## src/rtl/pe_pkg.sv

```systemverilog
// Shared types and arithmetic helpers for the systolic MAC processing element.
package pe_pkg;

    typedef enum logic [1:0] {
        ST_ACC   = 2'd0,
        ST_FLUSH = 2'd1,
        ST_EMIT  = 2'd2,
        ST_PASS  = 2'd3
    } pe_state_e;

    // Widest accumulator the helpers support; callers pass their true width.
    localparam int unsigned ACC_W_MAX = 64;

    typedef logic signed [ACC_W_MAX:0]   wide_t;
    typedef logic signed [ACC_W_MAX-1:0] acc_max_t;

    // Largest positive value of an acc_w-bit signed accumulator.
    function automatic wide_t smax(input int unsigned acc_w);
        wide_t v;
        v = '0;
        v[acc_w-1] = 1'b1;
        return v - wide_t'(1);
    endfunction

    // Most negative value of an acc_w-bit signed accumulator.
    function automatic wide_t smin(input int unsigned acc_w);
        wide_t v;
        v = '0;
        v[acc_w-1] = 1'b1;
        return -v;
    endfunction

    // Add two sign-extended acc_w-bit values; returns {ovf, result}, saturating or wrapping.
    function automatic logic [ACC_W_MAX:0] sat_add(input acc_max_t acc, input acc_max_t addend,
                                                   input int unsigned acc_w, input logic sat);
        wide_t       sum;
        acc_max_t    res;
        logic        ovf;
        int unsigned sh;
        sum = wide_t'(acc) + wide_t'(addend);
        ovf = (sum > smax(acc_w)) || (sum < smin(acc_w));
        sh  = ACC_W_MAX - acc_w;
        res = acc_max_t'(sum);
        if (ovf && sat) begin
            res = (sum < 0) ? acc_max_t'(smin(acc_w)) : acc_max_t'(smax(acc_w));
        end else if (ovf) begin
            // Keep the low acc_w bits and re-sign-extend them.
            res = res << sh;
            res = res >>> sh;
        end
        return {ovf, res};
    endfunction

endpackage

```

## src/rtl/systolic_mac_pe_mul.sv

```systemverilog
// Pipelined signed multiplier; valid and keep tags travel with each product.
module pe_mul_pipe #(
    parameter int unsigned DATA_W     = 8,
    parameter int unsigned MUL_STAGES = 2
) (
    input  logic                       clk,
    input  logic                       rst,
    input  logic signed [DATA_W-1:0]   a,
    input  logic signed [DATA_W-1:0]   b,
    input  logic                       fire,
    input  logic                       keep,
    output logic signed [2*DATA_W-1:0] prod,
    output logic                       prod_vld,
    output logic                       prod_keep
);
    localparam int unsigned PW = 2 * DATA_W;

    logic signed [PW-1:0]    prod_q [MUL_STAGES];
    logic [MUL_STAGES-1:0]   vld_q;
    logic [MUL_STAGES-1:0]   keep_q;

    always_ff @(posedge clk) begin
        if (rst) begin
            vld_q  <= '0;
            keep_q <= '0;
            for (int i = 0; i < int'(MUL_STAGES); i++) begin
                prod_q[i] <= '0;
            end
        end else begin
            prod_q[0] <= PW'(a) * PW'(b);
            vld_q[0]  <= fire;
            keep_q[0] <= keep;
            for (int i = 1; i < int'(MUL_STAGES); i++) begin
                prod_q[i] <= prod_q[i-1];
                vld_q[i]  <= vld_q[i-1];
                keep_q[i] <= keep_q[i-1];
            end
        end
    end

    assign prod      = prod_q[MUL_STAGES-1];
    assign prod_vld  = vld_q[MUL_STAGES-1];
    assign prod_keep = keep_q[MUL_STAGES-1];

endmodule

```

## src/rtl/systolic_mac_pe.sv

```systemverilog
// Output-stationary signed MAC PE with saturating accumulator and column shift-chain drain.
module systolic_mac_pe
    import pe_pkg::*;
#(
    parameter int unsigned DATA_W     = 8,
    parameter int unsigned ACC_W      = 24,
    parameter int unsigned MUL_STAGES = 2,
    parameter int unsigned SAT        = 1,
    parameter int unsigned CHAIN_HEAD = 0
) (
    input  logic              clk,
    input  logic              rst,
    input  logic [DATA_W-1:0] a_in,
    input  logic              a_vld_in,
    input  logic [DATA_W-1:0] b_in,
    input  logic              b_vld_in,
    input  logic              clr,
    input  logic              drain_req,
    input  logic [ACC_W-1:0]  ps_in,
    input  logic              ps_vld_in,
    input  logic              ps_last_in,
    output logic [DATA_W-1:0] a_out,
    output logic              a_vld_out,
    output logic [DATA_W-1:0] b_out,
    output logic              b_vld_out,
    output logic [ACC_W-1:0]  ps_out,
    output logic              ps_vld_out,
    output logic              ps_last_out,
    output logic              busy,
    output logic              ovf
);
    localparam int unsigned PW    = 2 * DATA_W;
    localparam int unsigned CNT_W = (MUL_STAGES > 1) ? $clog2(MUL_STAGES) : 1;

    pe_state_e               state_q, state_d;
    logic [CNT_W-1:0]        cnt_q, cnt_d;
    logic signed [ACC_W-1:0] acc_q, acc_d;
    logic                    ovf_d;
    logic [ACC_W-1:0]        ps_d;
    logic                    ps_vld_d, ps_last_d;

    logic signed [PW-1:0]    prod;
    logic                    prod_vld, prod_keep;
    logic                    consume;
    logic                    sum_ovf;
    acc_max_t                sum_wide;

    // Products fired while flushing are tagged so they are dropped at the pipe exit.
    pe_mul_pipe #(
        .DATA_W     (DATA_W),
        .MUL_STAGES (MUL_STAGES)
    ) u_mul (
        .clk       (clk),
        .rst       (rst),
        .a         ($signed(a_in)),
        .b         ($signed(b_in)),
        .fire      (a_vld_in & b_vld_in),
        .keep      (state_q != ST_FLUSH),
        .prod      (prod),
        .prod_vld  (prod_vld),
        .prod_keep (prod_keep)
    );

    assign {sum_ovf, sum_wide} = sat_add(acc_max_t'(acc_q), acc_max_t'(prod), ACC_W, SAT != 0);
    assign consume = prod_vld && prod_keep && (state_q == ST_ACC || state_q == ST_FLUSH);

    always_ff @(posedge clk) begin
        if (rst) begin
            state_q <= ST_ACC;
            cnt_q   <= '0;
        end else begin
            state_q <= state_d;
            cnt_q   <= cnt_d;
        end
    end

    // Next state plus next values of every datapath register.
    always_comb begin
        state_d   = state_q;
        cnt_d     = cnt_q;
        acc_d     = acc_q;
        ovf_d     = ovf;
        ps_d      = ps_out;
        ps_vld_d  = 1'b0;
        ps_last_d = 1'b0;

        if (consume) begin
            acc_d = ACC_W'(sum_wide);
            if (sum_ovf) begin
                ovf_d = 1'b1;
            end
        end

        case (state_q)
            ST_ACC: begin
                if (clr) begin
                    acc_d = consume ? ACC_W'(prod) : '0;
                    ovf_d = 1'b0;
                end
                if (drain_req) begin
                    state_d = ST_FLUSH;
                    cnt_d   = CNT_W'(MUL_STAGES - 1);
                end
            end
            ST_FLUSH: begin
                // Result is launched on the edge that retires the last in-flight product.
                if (cnt_q == '0) begin
                    ps_d      = acc_d;
                    ps_vld_d  = 1'b1;
                    ps_last_d = (CHAIN_HEAD != 0);
                    acc_d     = '0;
                    ovf_d     = 1'b0;
                    state_d   = ST_EMIT;
                end else begin
                    cnt_d = cnt_q - CNT_W'(1);
                end
            end
            ST_EMIT, ST_PASS: begin
                if (CHAIN_HEAD != 0) begin
                    state_d = ST_ACC;
                end else begin
                    ps_d      = ps_in;
                    ps_vld_d  = ps_vld_in;
                    ps_last_d = ps_last_in;
                    state_d   = (ps_vld_in && ps_last_in) ? ST_ACC : ST_PASS;
                end
            end
            default: state_d = ST_ACC;
        endcase
    end

    always_ff @(posedge clk) begin
        if (rst) begin
            a_out       <= '0;
            a_vld_out   <= 1'b0;
            b_out       <= '0;
            b_vld_out   <= 1'b0;
            acc_q       <= '0;
            ovf         <= 1'b0;
            ps_out      <= '0;
            ps_vld_out  <= 1'b0;
            ps_last_out <= 1'b0;
            busy        <= 1'b0;
        end else begin
            a_out       <= a_in;
            a_vld_out   <= a_vld_in;
            b_out       <= b_in;
            b_vld_out   <= b_vld_in;
            acc_q       <= acc_d;
            ovf         <= ovf_d;
            ps_out      <= ps_d;
            ps_vld_out  <= ps_vld_d;
            ps_last_out <= ps_last_d;
            busy        <= (state_d != ST_ACC);
        end
    end

endmodule

```

## config.mk

```make
export PLATFORM = sky130hd
export DESIGN_NAME = systolic_mac_pe
export DESIGN_NICKNAME = d
export VERILOG_FILES = /design/src/rtl/pe_pkg.sv /design/src/rtl/systolic_mac_pe_mul.sv /design/src/rtl/systolic_mac_pe.sv
export SDC_FILE = /design/constraint.sdc
export NUM_CORES = 1
export LEC_CHECK = 0
export BUFFER_PORTS_ARGS = -buffer_cell sky130_fd_sc_hd__buf_2
export CORE_UTILIZATION = 40
export DETAILED_ROUTE_END_ITERATION = 8
export PLACE_DENSITY_LB_ADDON = 0.2
export SETUP_SLACK_MARGIN = 0.4
export SYNTH_ARGS = -nofsm -noshare
export SYNTH_HDL_FRONTEND = slang
export SYNTH_SLANG_ARGS = --single-unit
```

## constraint.sdc

```tcl
create_clock -name clk -period 7.2 [get_ports clk]
set_input_delay 0.72 -clock clk [delete_from_list [all_inputs] [get_ports clk]]
set_output_delay 0.72 -clock clk [all_outputs]
set_load 0.005 [all_outputs]
```

=== Word-level counts from Yosys, hierarchy flattened ===
Memory sizes are Yosys's and may differ from the RTL's.
Index checks and enable logic that the tools add are counted.

* Logic and storage cells: 72
* RAM bits: 32
* Register bits: 77
* Memories: 1

{| class="wikitable"
|+ Memory list
! name !! depth !! bits a word !! rd ports !! clocked after memory_dff !! wr ports !! RTL line !! text
|-
| u_mul.prod_q || 2 || 16 || 2 || 0 || 2 || systolic_mac_pe_mul.sv:18 || <nowiki>logic signed [PW-1:0] prod_q [MUL_STAGES];</nowiki>
|}

* $add $sub $neg: 2
* Multiplexer cells: 28
* Equal/unequal tests: 6
* Order comparisons: 3
* $mul: 1
* Bitwise operators: 4
* Reduce and logical (&&, ||, !) cells: 13

{| class="wikitable"
|+ Operators by type and width
! cell !! count
|-
| $mux W24 || 7
|-
| $pmux W24 S2 || 2
|-
| $mux W16 || 2
|-
| $add A24 B16 Y25 || 1
|-
| $gt A25 B24 Y1 const B || 1
|-
| $lt A25 B1 Y1 const B || 1
|-
| $lt A25 B24 Y1 const B || 1
|-
| $mul A8 B8 Y16 || 1
|-
| $mux W1 || 10
|-
| $mux W2 || 3
|-
| $pmux W1 S2 || 3
|-
| $pmux W2 S3 || 1
|-
| $reduce_bool A2 Y1 || 3
|-
| $eq A2 B2 Y1 const B || 2
|-
| $ne A2 B2 Y1 const B || 2
|-
| $reduce_and A2 Y1 || 2
|-
| $reduce_or A2 Y1 || 2
|-
| $logic_and A1 B1 Y1 || 3
|-
| $eq A2 B1 Y1 const B || 1
|-
| $logic_not A2 Y1 || 1
|-
| $logic_or A1 B1 Y1 || 2
|-
| $ne A2 B1 Y1 const B || 1
|-
| $or A1 B1 Y1 || 2
|-
| $and A1 B1 Y1 || 1
|-
| 2 further kinds || 2
|}

=== Longest topological paths before layout ===
Gate-level depths: netlist (run 1).
An unclocked memory read counts as a cell.

* Depth in word-level cells: 8
* Mapped depth: 19
* Mapped depth without buffers: 19

=== By module ===
Synthesis (run 1) repeated with hierarchy kept, for this count alone.

* Cells, all modules: 927
* Area total of the unflattened synthesis: 8151.6 um^2

{| class="wikitable"
|+ Modules (own cells, without submodules)
! module !! cells each !! sequential area each (um^2) !! instances !! area an instance (um^2)
|-
| systolic_mac_pe || 547 || 1461.4 || 1 || 4528.1
|-
| pe_mul_pipe || 380 || 720.7 || 1 || 3623.5
|}

=== Least setup slack after synthesis (run 1) ===
OpenSTA, ideal clock, no wires.

* Kind: input -> register
* Start point: in b_in[6]
* End point: mem u_mul.prod_q[0][14] (netlist bit)
* Data required time: 7.079 ns
* Arrival: 4.702 ns
* Stages: 16
* Setup slack: 2.378 ns
* Buffers on the path: 1
* Cell sequence: clkbuf_1 nand2_1 fa_1 fa_1 inv_1 fa_1 fa_1 ha_1 o21ai_0 a21oi_1 o21ai_0 nand2b_1 a21o_1 a21o_1 a31oi_1 mux2_2

{| class="wikitable"
|+ RTL lines
! element !! RTL line !! text
|-
| from (decl) || systolic_mac_pe.sv:15 || <nowiki>input logic [DATA_W-1:0] b_in,</nowiki>
|-
| to (decl) || systolic_mac_pe_mul.sv:18 ||
|}

==> metrics, run 1 <==
WL final=19.9 mm; fin nets=1,101; Setup TNS Final=0 ps; synth unique cells=65; filler instances=1,909; fin crit share=0.653; outcome=finished clean; final hold vios=0; leakage power=3.96 nW; root buffer cell=clkbuf_16; Async SR Flop Fraction=0; CP max-delay cell=fa_1; worst reg2reg path depth=10; final RePlAce weighted congestion=0.845; Most used DFF post-synth=dfxtp_1; Synth Area per Inst=8.91 um^2; clock-pin slew on the worst setup and hold paths=80 ps; WS Path Type=input port to flop; die height=141 um; Setup crit end=u_mul.prod_q[0][14]; post-CTS setup buffers=0; CTS resizes=0; Pre-antenna DRT Iters=4; # setup viols final=0; Relative slew margins=0.271; post-synthesis cell count=870; main combinational cell family by area after synthesis=adder cells; hold_buf cts=0; R2R setup slack=3440 ps; Place WS=2090 ps; drt via density=5.24; Synth area leader=dfxtp_1; FMAX=0.213 GHz; Post-Synth XOR/XNOR Area=0.0396; peak supply drop=0.000142 V; Post-Synth Simple-Gate Area=0.180; Max Cap Viol=0; share of the synthesized area in the top cell type=0.282; I/O Pins=94; share of cells above drive strength 1=0.146; crit-path max FO=9; vias in the first global route=6,326; CP Data Required Time=7440 ps; worst r2r src=u_mul.prod_q[0][31]; All-Layer GR Usage=0.210; power per cell area=250 mW/mm^2; Final Hold Slack=433 ps; Antenna Nets Post-Route=0; Slew Limit Fails=0; Worst-Skew Late Latency=360 ps; Cell Area, Placed=0.00844 mm^2; H-tree depth=3; pin count of the biggest net entering global routing=49; Startpoint Class=input port; reg2reg end=ps_out[14]; clock sinks=109; Area Growth Syn to Fin=12.4%; clk buf depth=2; Ant. Diodes=0; Slew @ Worst Pin=1090 ps; Synthesized Nets=1,027; die area=0.0199 mm^2; flops & latches, synth=109; CTS tree=yes; hold path start=u_mul.prod_q[0][5]; Initial Util=0.411; top cells by area, synth=dfxtp_1 28%, fa_1 14%, ha_1 8.6%; clk_skew=8.91 ps; Post-synth EDFFs=0; critical path's largest stage delay=550 ps; RSZ-0062 raised after global routing=no; DR vias=6,330; drt wl/cell=16.5 um; Rows=50; Placeable Area=0.0188 mm^2; port bufs=93; Overflow after GRT=0; data arrival time of the worst path=4950 ps; Iter 0 DRT Violations=354; CP Capture Type=flop; Num CTS Buffers=9; drt drc=0; commonest cells in the synthesized netlist=109 x dfxtp_1, 82 x nand2_1, 68 x a21oi_1; launch point of the worst path=a_in[1]; count leader, synth=dfxtp_1; initial antenna violation count=0; post-synthesis cell area=0.00775 mm^2; hold crit path type=flop to flop; Seq/Total Area, Yosys=0.282; min Tclk post-route=4700 ps; Worst path most repeated cell=fa_1; Final WS setup=2500 ps; die width=141 um; sequence of cells on the critical path=buf_2, and2_1, fa_1, inv_1, fa_1, fa_1, fa_1, inv_1, ha_1, nor2b_1, o21ai_0, a21oi_1, o21ai_0, nand2b_1, a21o_1, a21o_1, a31oi_1, mux2_2; dpl hpwl=15.0 mm; first-pass GRT wire length=32.7 mm; Synth Area in Adders=0.233; post-synthesis mux area share=0.00275; YS warnings=0; post-synthesis compound-gate area fraction=0.211; final instance area=0.00871 mm^2
worst max-delay path: cells and delay by family:
kind	cells	cell delay, ps
simple gates	3	430
fa+ha+maj	5	2160
buf+inv	3	270
compound gates	6	1010
mux	1	350
flip-flops by register name, indices dropped and copies added (netlist names), 2 cells and up:
register      cells
u_mul.keep_q      2
state_q           2
ps_out           24
b_out             8
a_out             8
u_mul.vld_q       2
u_mul.prod_q     32
acc_q            24
cell families after synthesis:
| group | after synthesis |
|---|---|
| flops | 109 |
| fa+ha+maj | 111 |
| mux | 2 |
| buf+inv | 100 |
| simple gates | 275 |
| compound gates | 238 |
| xor+xnor | 35 |
metrics by stage:
step                      power (mW)   util  cells
after floorplan                 1.49      -    870
after global placement          1.72  0.448   1193
after detailed placement        1.72  0.448   1193
after CTS                       2.21  0.463   1208
after global routing            2.37  0.463   1208
final                           2.18  0.463   1208
power breakdown:
group	internal [mW]	leakage [nW]	total, mW	switching (mW)
Combinational	0.442	2.93	0.981	0.540
Sequential	0.683	0.896	0.721	0.0383
Clock	0.237	0.127	0.474	0.237
Total	1.36	3.96	2.18	0.815
routing by layer:
| layer | vias to the layer above | GRT usage | share of wire |
|---|---|---|---|
| li1 | 3158 | - | - |
| met1 | 3012 | 0.274 | 0.47 |
| met2 | 140 | 0.361 | 0.48 |
| met3 | 20 | 0.0363 | 0.038 |
| met4 | 0 | 0.0481 | 0.014 |
| met5 | - | 0 | 0 |
final cells by class:
class,count,area [um^2],share of cell area
clock inverter,4,33.8,0.00388
inverter,62,233,0.0267
clock buffer,11,233,0.0267
multi-input combinational,661,5170,0.594
sequential,109,2180,0.251
timing repair buffer,101,528,0.0606
tap,260,325,0.0374
cells in the final DEF, fill, tap and decap left out, types with 7 or more instances in the layout:
cell       count
nand3_1       16
a32o_1        13
dfxtp_1      109
o211ai_1      17
fa_1          56
nand2b_1      13
a31oi_1       13
nor3_1         9
nor2_1        42
a31o_1         7
inv_1         61
nor2b_1       47
ha_1          53
a21oi_1       68
buf_4          9
nand2_1       82
xnor2_1       25
xor2_1        10
o21ai_0       39
clkbuf_16      9
and2_1        40
o21a_1         7
buf_2         92
a21o_1        15
o211ai_2       7
how the worst min path moves through the flow:
stage	end	cells past startpoint
floorplan	u_mul.keep_q[1]	1
global placement	u_mul.keep_q[1]	1
detailed placement	u_mul.prod_q[0][17]	1
CTS	u_mul.prod_q[0][24]	1
global route	u_mul.prod_q[0][19]	1
finish	u_mul.prod_q[0][21]	1
Power figures use the tool's default switching activity.
==> inputs of run 2 (changes only) <==
==> constraint.sdc (replaced) <==
create_clock -name clk -period 4.56 [get_ports clk]
set_input_delay 0.456 -clock clk [delete_from_list [all_inputs] [get_ports clk]]
set_output_delay 0.456 -clock clk [all_outputs]
set_load 0.005 [all_outputs]
==> run 2 against run 1 <==
Combinational power increased by 70%. Worst hold slack got worse by 140 ps. Sequential share of layout area decreased by 0.66 points. Via count increased by 1.9%. Clock-buffer cell count increased by 2. Clock skew increased by 2.3 ps. Clock power increased by 62%. Critical path type unchanged. Highest routed layer unchanged.
==> metrics, run 2 (synthesis results as in run 1) <==
Iter 0 DRT Violations=299 (-16%); fin crit share=0.902; drt via density=5.29 (+0.98%); max reg flops=32 (unchanged); die width=141 um (unchanged); port bufs=93 (unchanged); final instance area=0.00894 mm^2 (+2.7%); Worst path most repeated cell=fa_1; All-Layer GR Usage=0.207 (-0.00317); critical path's largest stage delay=580 ps (+30 ps); DR vias=6,450 (+1.9%); sequence of cells on the critical path=buf_6, and2_4, fa_2, inv_2, fa_1, fa_1, fa_1, inv_2, ha_4, nor2b_4, o21ai_4, a21oi_2, o21ai_1, nand2b_1, a21o_1, a21o_1, a31oi_1, mux2_2; largest registers=u_mul.prod_q x32, acc_q x24, ps_out x24; Num CTS Buffers=9 (unchanged); Ant. Diodes=0 (unchanged); CP max-delay cell=fa_1; drt wl/cell=16.1 um (-2.1%); root buffer cell=clkbuf_16; data arrival time of the worst path=4360 ps (-590 ps); Max Cap Viol=0 (unchanged); share of cells above drive strength 1=0.178 (+0.0327); clk_skew=11.2 ps (+2.30 ps); Placeable Area=0.0188 mm^2 (unchanged); RSZ-0062 raised after global routing=yes; peak supply drop=0.000230 V (+61%); crit-path max FO=9 (unchanged); Slew Limit Fails=0 (unchanged); fin nets=1,111 (+0.91%); H-tree depth=3 (unchanged); initial antenna violation count=0 (unchanged); CTS tree=yes; first-pass GRT wire length=32.3 mm (-1.3%); Worst-Skew Late Latency=360 ps (about the same); dpl hpwl=15.0 mm (about the same); crit path buf inv count=3 (unchanged); Overflow after GRT=0 (unchanged); CP Capture Type=flop; FMAX=0.243 GHz; clock-pin slew on the worst setup and hold paths=70 ps (about the same); Final Hold Slack=289 ps (-143 ps); Startpoint Class=input port; Slew @ Worst Pin=1040 ps (-48.8 ps); leakage power=4.06 nW (+2.5%); Rows=50 (unchanged); CP Data Required Time=4810 ps (-2630 ps); vias in the first global route=6,341 (+0.24%); outcome=finished clean; min Tclk post-route=4110 ps; Antenna Nets Post-Route=0 (unchanged); most common cell after layout, fill and taps aside=dfxtp_1; drt drc=0 (unchanged); WS Path Type=input port to flop; Pre-antenna DRT Iters=5 (+1); die height=141 um (unchanged); hold crit path type=input port to flop; clock sinks=109 (unchanged); clk buf depth=2 (unchanged); final hold vios=0 (unchanged); Cell Area, Placed=0.00855 mm^2 (+1.2%); filler instances=1,832 (-4.0%); Relative slew margins=0.304 (+0.0327); power per cell area=400 mW/mm^2 (+60%); commonest non-fill, non-tap cells in the layout=109 x dfxtp_1, 82 x nand2_1, 80 x buf_2; Reg with most FFs=u_mul.prod_q; final RePlAce weighted congestion=0.843 (-0.28%); Area Growth Syn to Fin=15.5%; R2R setup slack=920 ps (-2520 ps); die area=0.0199 mm^2 (unchanged); area occupied by multi-input gates=0.00527 mm^2 (+1.8%); Initial Util=0.411 (unchanged); CP delay by family, top=adder cells; pin count of the biggest net entering global routing=52 (+6.1%); FF+latch area=0.00218 mm^2 (unchanged); WL final=19.7 mm (-1.2%); I/O Pins=94 (unchanged); # setup viols final=0 (unchanged)
-- run 2: changes by cell type in the layout (fill, tap and decap cells not counted), sizes merged --
cell / before / now
clkbuf: 11 / 15
clkinvlp: 1 / 2
buf: 101 / 109
inv: 63 / 61
-- run 2: report_power, final --
part | leakage, nW | switching [mW] | total [mW] | internal [mW]
Clock | 0.132 | 0.368 | 0.769 | 0.401
Combinational | 3.03 | 0.897 | 1.67 | 0.775
Sequential | 0.896 | 0.0585 | 1.14 | 1.08
Total | 4.06 | 1.32 | 3.58 | 2.25
-- run 2: metal layers --
layer,global-route usage,up-vias,part of all wire
li1,-,3187,-
met5,0,-,0
met2,0.357,149,0.48
met4,0.0469,0,0.010
met3,0.0380,14,0.043
met1,0.268,3100,0.46
-- run 2: through the flow --
stage	power (mW)	TNS [ps]	utilization	cells	setup slack (ps)
detailed placement	2.78	-13.8	0.454	1201	-13.8
global placement	2.76	0	0.454	1201	56.1
CTS	3.58	0	0.469	1217	427
floorplan	2.40	0	-	870	402
finish	3.58	0	0.475	1219	449
global route	3.87	0	0.475	1219	298
-- run 2: final timing paths --
check / startpoint / end / depth (start not counted)
worst max-delay path: b_in[3] / u_mul.prod_q[0][14] / 18
worst min-delay path: ps_in[18] / ps_out[18] / 2
worst max register to register: u_mul.prod_q[0][31] / ps_out[14] / 10
worst min register to register: u_mul.prod_q[0][6] / u_mul.prod_q[0][22] / 1
-- run 2: worst reg2reg max path: stages (launching register included) --
cell and delay, ps:
dfxtp_1 640, ha_1 400, a21oi_1 170, o21ai_0 190, o31ai_1 520, nor3_4 100, a211oi_4 440, buf_4 290
a21oi_1 80, o21ai_0 520, a31o_2 230
-- run 2: final cells by class --
class / instances / share of cell area
Clock buffer: 13 / 0.0291
Clock inverter: 3 / 0.00224
Inverter: 62 / 0.0260
Multi-Input combinational cell: 661 / 0.589
Sequential cell: 109 / 0.244
Tap cell: 260 / 0.0364
Timing Repair Buffer: 111 / 0.0733
-- run 2: timing repair --
action | 4_1_cts | 5_1_grt
pin swaps | 2 | 26
endpoints found under the setup margin | 1 | 2
hold buffers | 0 | 0
cloned | 0 | 0
gates resized for setup | 3 | 38
setup buffers | 0 | 2
==> inputs of run 3 (changes only) <==
--- a/config.mk
+++ b/config.mk
@@ -6,7 +6,7 @@
 export NUM_CORES = 1
 export LEC_CHECK = 0
 export BUFFER_PORTS_ARGS = -buffer_cell sky130_fd_sc_hd__buf_2
-export CORE_UTILIZATION = 40
+export CORE_UTILIZATION = 55
 export DETAILED_ROUTE_END_ITERATION = 8
 export PLACE_DENSITY_LB_ADDON = 0.2
 export SETUP_SLACK_MARGIN = 0.4
==> run 3 against run 2 <==
Critical endpoint unchanged. Clock-buffer cell count stayed put. Clock skew is 2.2 ps lower. Critical path type unchanged. Final cell count down 6.6%. Sequential power barely moved. The flow now finishes with violations (DRC). Power increased by 4.9%. First-iteration DRC count increased by 36%. Via count rose by 1.1%. Highest routed layer unchanged. Sequential cell count is the same.
==> metrics, run 3 (synthesis results as in run 1) <==
clk buf depth=2 (unchanged); clock-pin slew on the worst setup and hold paths=80 ps (about the same); CP Data Required Time=4800 ps (about the same); data arrival time of the worst path=4340 ps (-20 ps); I/O Pins=94 (unchanged); Ant. Diodes=0 (unchanged); filler instances=1,207 (-34%); drt via density=5.73 (+8.3%); Final Hold Slack=289 ps (-0.824 ps); CP max-delay cell=fa_1; part of the power in registers=0.302 (-0.016); Relative slew margins=0.310 (+0.00600); largest registers=u_mul.prod_q x32, acc_q x24, ps_out x24; Num CTS Buffers=9 (unchanged); Slew Limit Fails=0 (unchanged); final hold vios=0 (unchanged); initial antenna violation count=0 (unchanged); share of cells above drive strength 1=0.182 (+0.00332); hold crit path type=input port to flop; die area=0.0146 mm^2 (-27%); fin crit share=0.898 (-0.00325); die width=121 um (-15%); Max Cap Viol=0 (unchanged); Net Sw Frac=0.366 (-0.00440); FMAX=0.244 GHz (+0.36%); root buffer cell=clkbuf_16; # setup viols final=0 (unchanged); failing checks=DRC; drt wl/cell=16.6 um (+3.0%); port bufs=93 (unchanged); Logic pwr share=0.469 (+0.002); drt drc=2 (+2); Pre-antenna DRT Iters=9 (+4); outcome=finished, violations left; WS Path Type=input port to flop; Cell Area, Placed=0.00842 mm^2 (-1.5%); Area Growth Syn to Fin=14.7%; Crit path depth=17 (-1); worst reg2reg path depth=12 (+2); fin nets=1,110 (-0.090%); CTS tree=yes; power per cell area=422 mW/mm^2 (+5.5%); dpl hpwl=13.8 mm (-8.1%); min Tclk post-route=4100 ps (-14.8 ps); WL final=18.9 mm (-3.8%); max reg flops=32 (unchanged); Slew @ Worst Pin=1030 ps (-8.95 ps); Rows=43 (-14%); final RePlAce weighted congestion=0.875 (+3.8%); die height=121 um (-15%); most common cell after layout, fill and taps aside=dfxtp_1; first-pass GRT wire length=30.4 mm (-5.9%); P_sw=1.37 mW (+3.6%); peak supply drop=0.000246 V (+7.3%); final instance area=0.00889 mm^2 (-0.62%); Placeable Area=0.0138 mm^2 (-27%); Reg with most FFs=u_mul.prod_q; All-Layer GR Usage=0.264 (+0.0568); pin count of the biggest net entering global routing=57 (+9.6%); sequence of cells on the critical path=buf_4, and2_4, fa_1, inv_2, fa_1, inv_1, fa_1, fa_1, ha_4, o21ai_4, a21oi_2, o21ai_1, nand2b_1, a21o_1, a21o_1, a31oi_1, mux2_2; Iter 0 DRT Violations=406 (+36%); clock sinks=109 (unchanged); CP delay by family, top=adder cells; vias in the first global route=6,295 (-0.73%); Setup TNS Final=0 ps (unchanged); Initial Util=0.560 (+0.149); leakage power=4.07 nW (+0.35%); Overflow after GRT=0 (unchanged); H-tree depth=3 (unchanged); cell internal pwr=2.38 mW (+5.6%); crit-path max FO=9 (unchanged); Tot Pwr=3.75 mW (+4.9%); commonest non-fill, non-tap cells in the layout=109 x dfxtp_1, 82 x nand2_1, 81 x buf_2; Antenna Nets Post-Route=0 (unchanged); Worst path most repeated cell=fa_1; Startpoint Class=input port; clock share of power=0.228 (+0.013); crit path buf inv count=3 (unchanged); RSZ-0062 raised after global routing=yes; critical path's largest stage delay=570 ps (about the same); clk_skew=8.99 ps (-2.21 ps); CP Capture Type=flop; Worst Hold Path Cells=2 (unchanged); Worst-Skew Late Latency=360 ps (about the same); DR vias=6,521 (+1.1%)
run 3: cell types whose count changed in the layout (fill, tap and decap cells not counted), moves of 2 or more:
cell	change
clkinvlp_4	-2
bufinv_16	+2
clkbuf_4	+4
buf_6	-6
run 3: layout make-up:
class                      instances  area [um^2]  share of cell area
clock buffer                      13          250              0.0281
tap                              180          225              0.0253
clock inverter                     3         68.8             0.00774
inverter                          62          233              0.0262
timing repair buffer             110          623              0.0701
sequential                       109         2180               0.245
multi-input combinational        661         5310               0.597
run 3: final timing paths:
| kind | from | endpoint | slack (ps) |
|---|---|---|---|
| max | b_in[1] | u_mul.prod_q[0][14] | 460 |
| min | ps_in[18] | ps_out[18] | 290 |
| max reg2reg | acc_q[0] | ps_out[17] | 960 |
| min reg2reg | u_mul.prod_q[0][7] | u_mul.prod_q[0][23] | 440 |
run 3: routing by layer:
layer | up-vias | share of wire | GRT usage
li1 | 3182 | - | -
met1 | 3136 | 0.44 | 0.327
met2 | 166 | 0.50 | 0.465
met3 | 37 | 0.041 | 0.0491
met4 | 0 | 0.022 | 0.0764
met5 | - | 0 | 0
run 3: timing repair:
| item | CTS | global route |
|---|---|---|
| buffers inserted | 0 | 4 |
| hold buffers | 0 | 0 |
| pin swaps | 0 | 24 |
| resized for setup | 1 | 38 |
| endpoints found under the setup margin | 1 | 4 |
run 3: power by group through the flow:
| stage | sequential, mW | combinational [mW] | clock [mW] |
|---|---|---|---|
| 3_5_place_dp | 1.16 | 1.63 | 0 |
| 3_3_place_gp | 1.15 | 1.61 | 0 |
| 6_report | 1.14 | 1.76 | 0.858 |
| 2_1_floorplan | 1.14 | 1.26 | 0 |
| 4_1_cts | 1.13 | 1.66 | 0.873 |
| 5_1_grt | 1.14 | 1.96 | 0.906 |
run 3: worst register-to-register path, stage by stage (launching register included):
cell and delay (ps):
dfxtp_1 350, ha_1 220, fa_1 260, a211oi_1 90, o21a_1 240, a21oi_2 230
o211ai_2 160, a211o_1 380, a211oi_4 760, buf_4 310, a211o_1 140, o211ai_1 130
a221oi_2 240
run 3: stage by stage:
| step | setup slack [ps] | utilization | cells |
|---|---|---|---|
| floorplan | 402 | - | 870 |
| global placement | 91.5 | 0.609 | 1118 |
| detailed placement | 44.4 | 0.609 | 1118 |
| CTS | 421 | 0.633 | 1134 |
| global route | 302 | 0.643 | 1138 |
| finish | 464 | 0.643 | 1138 |
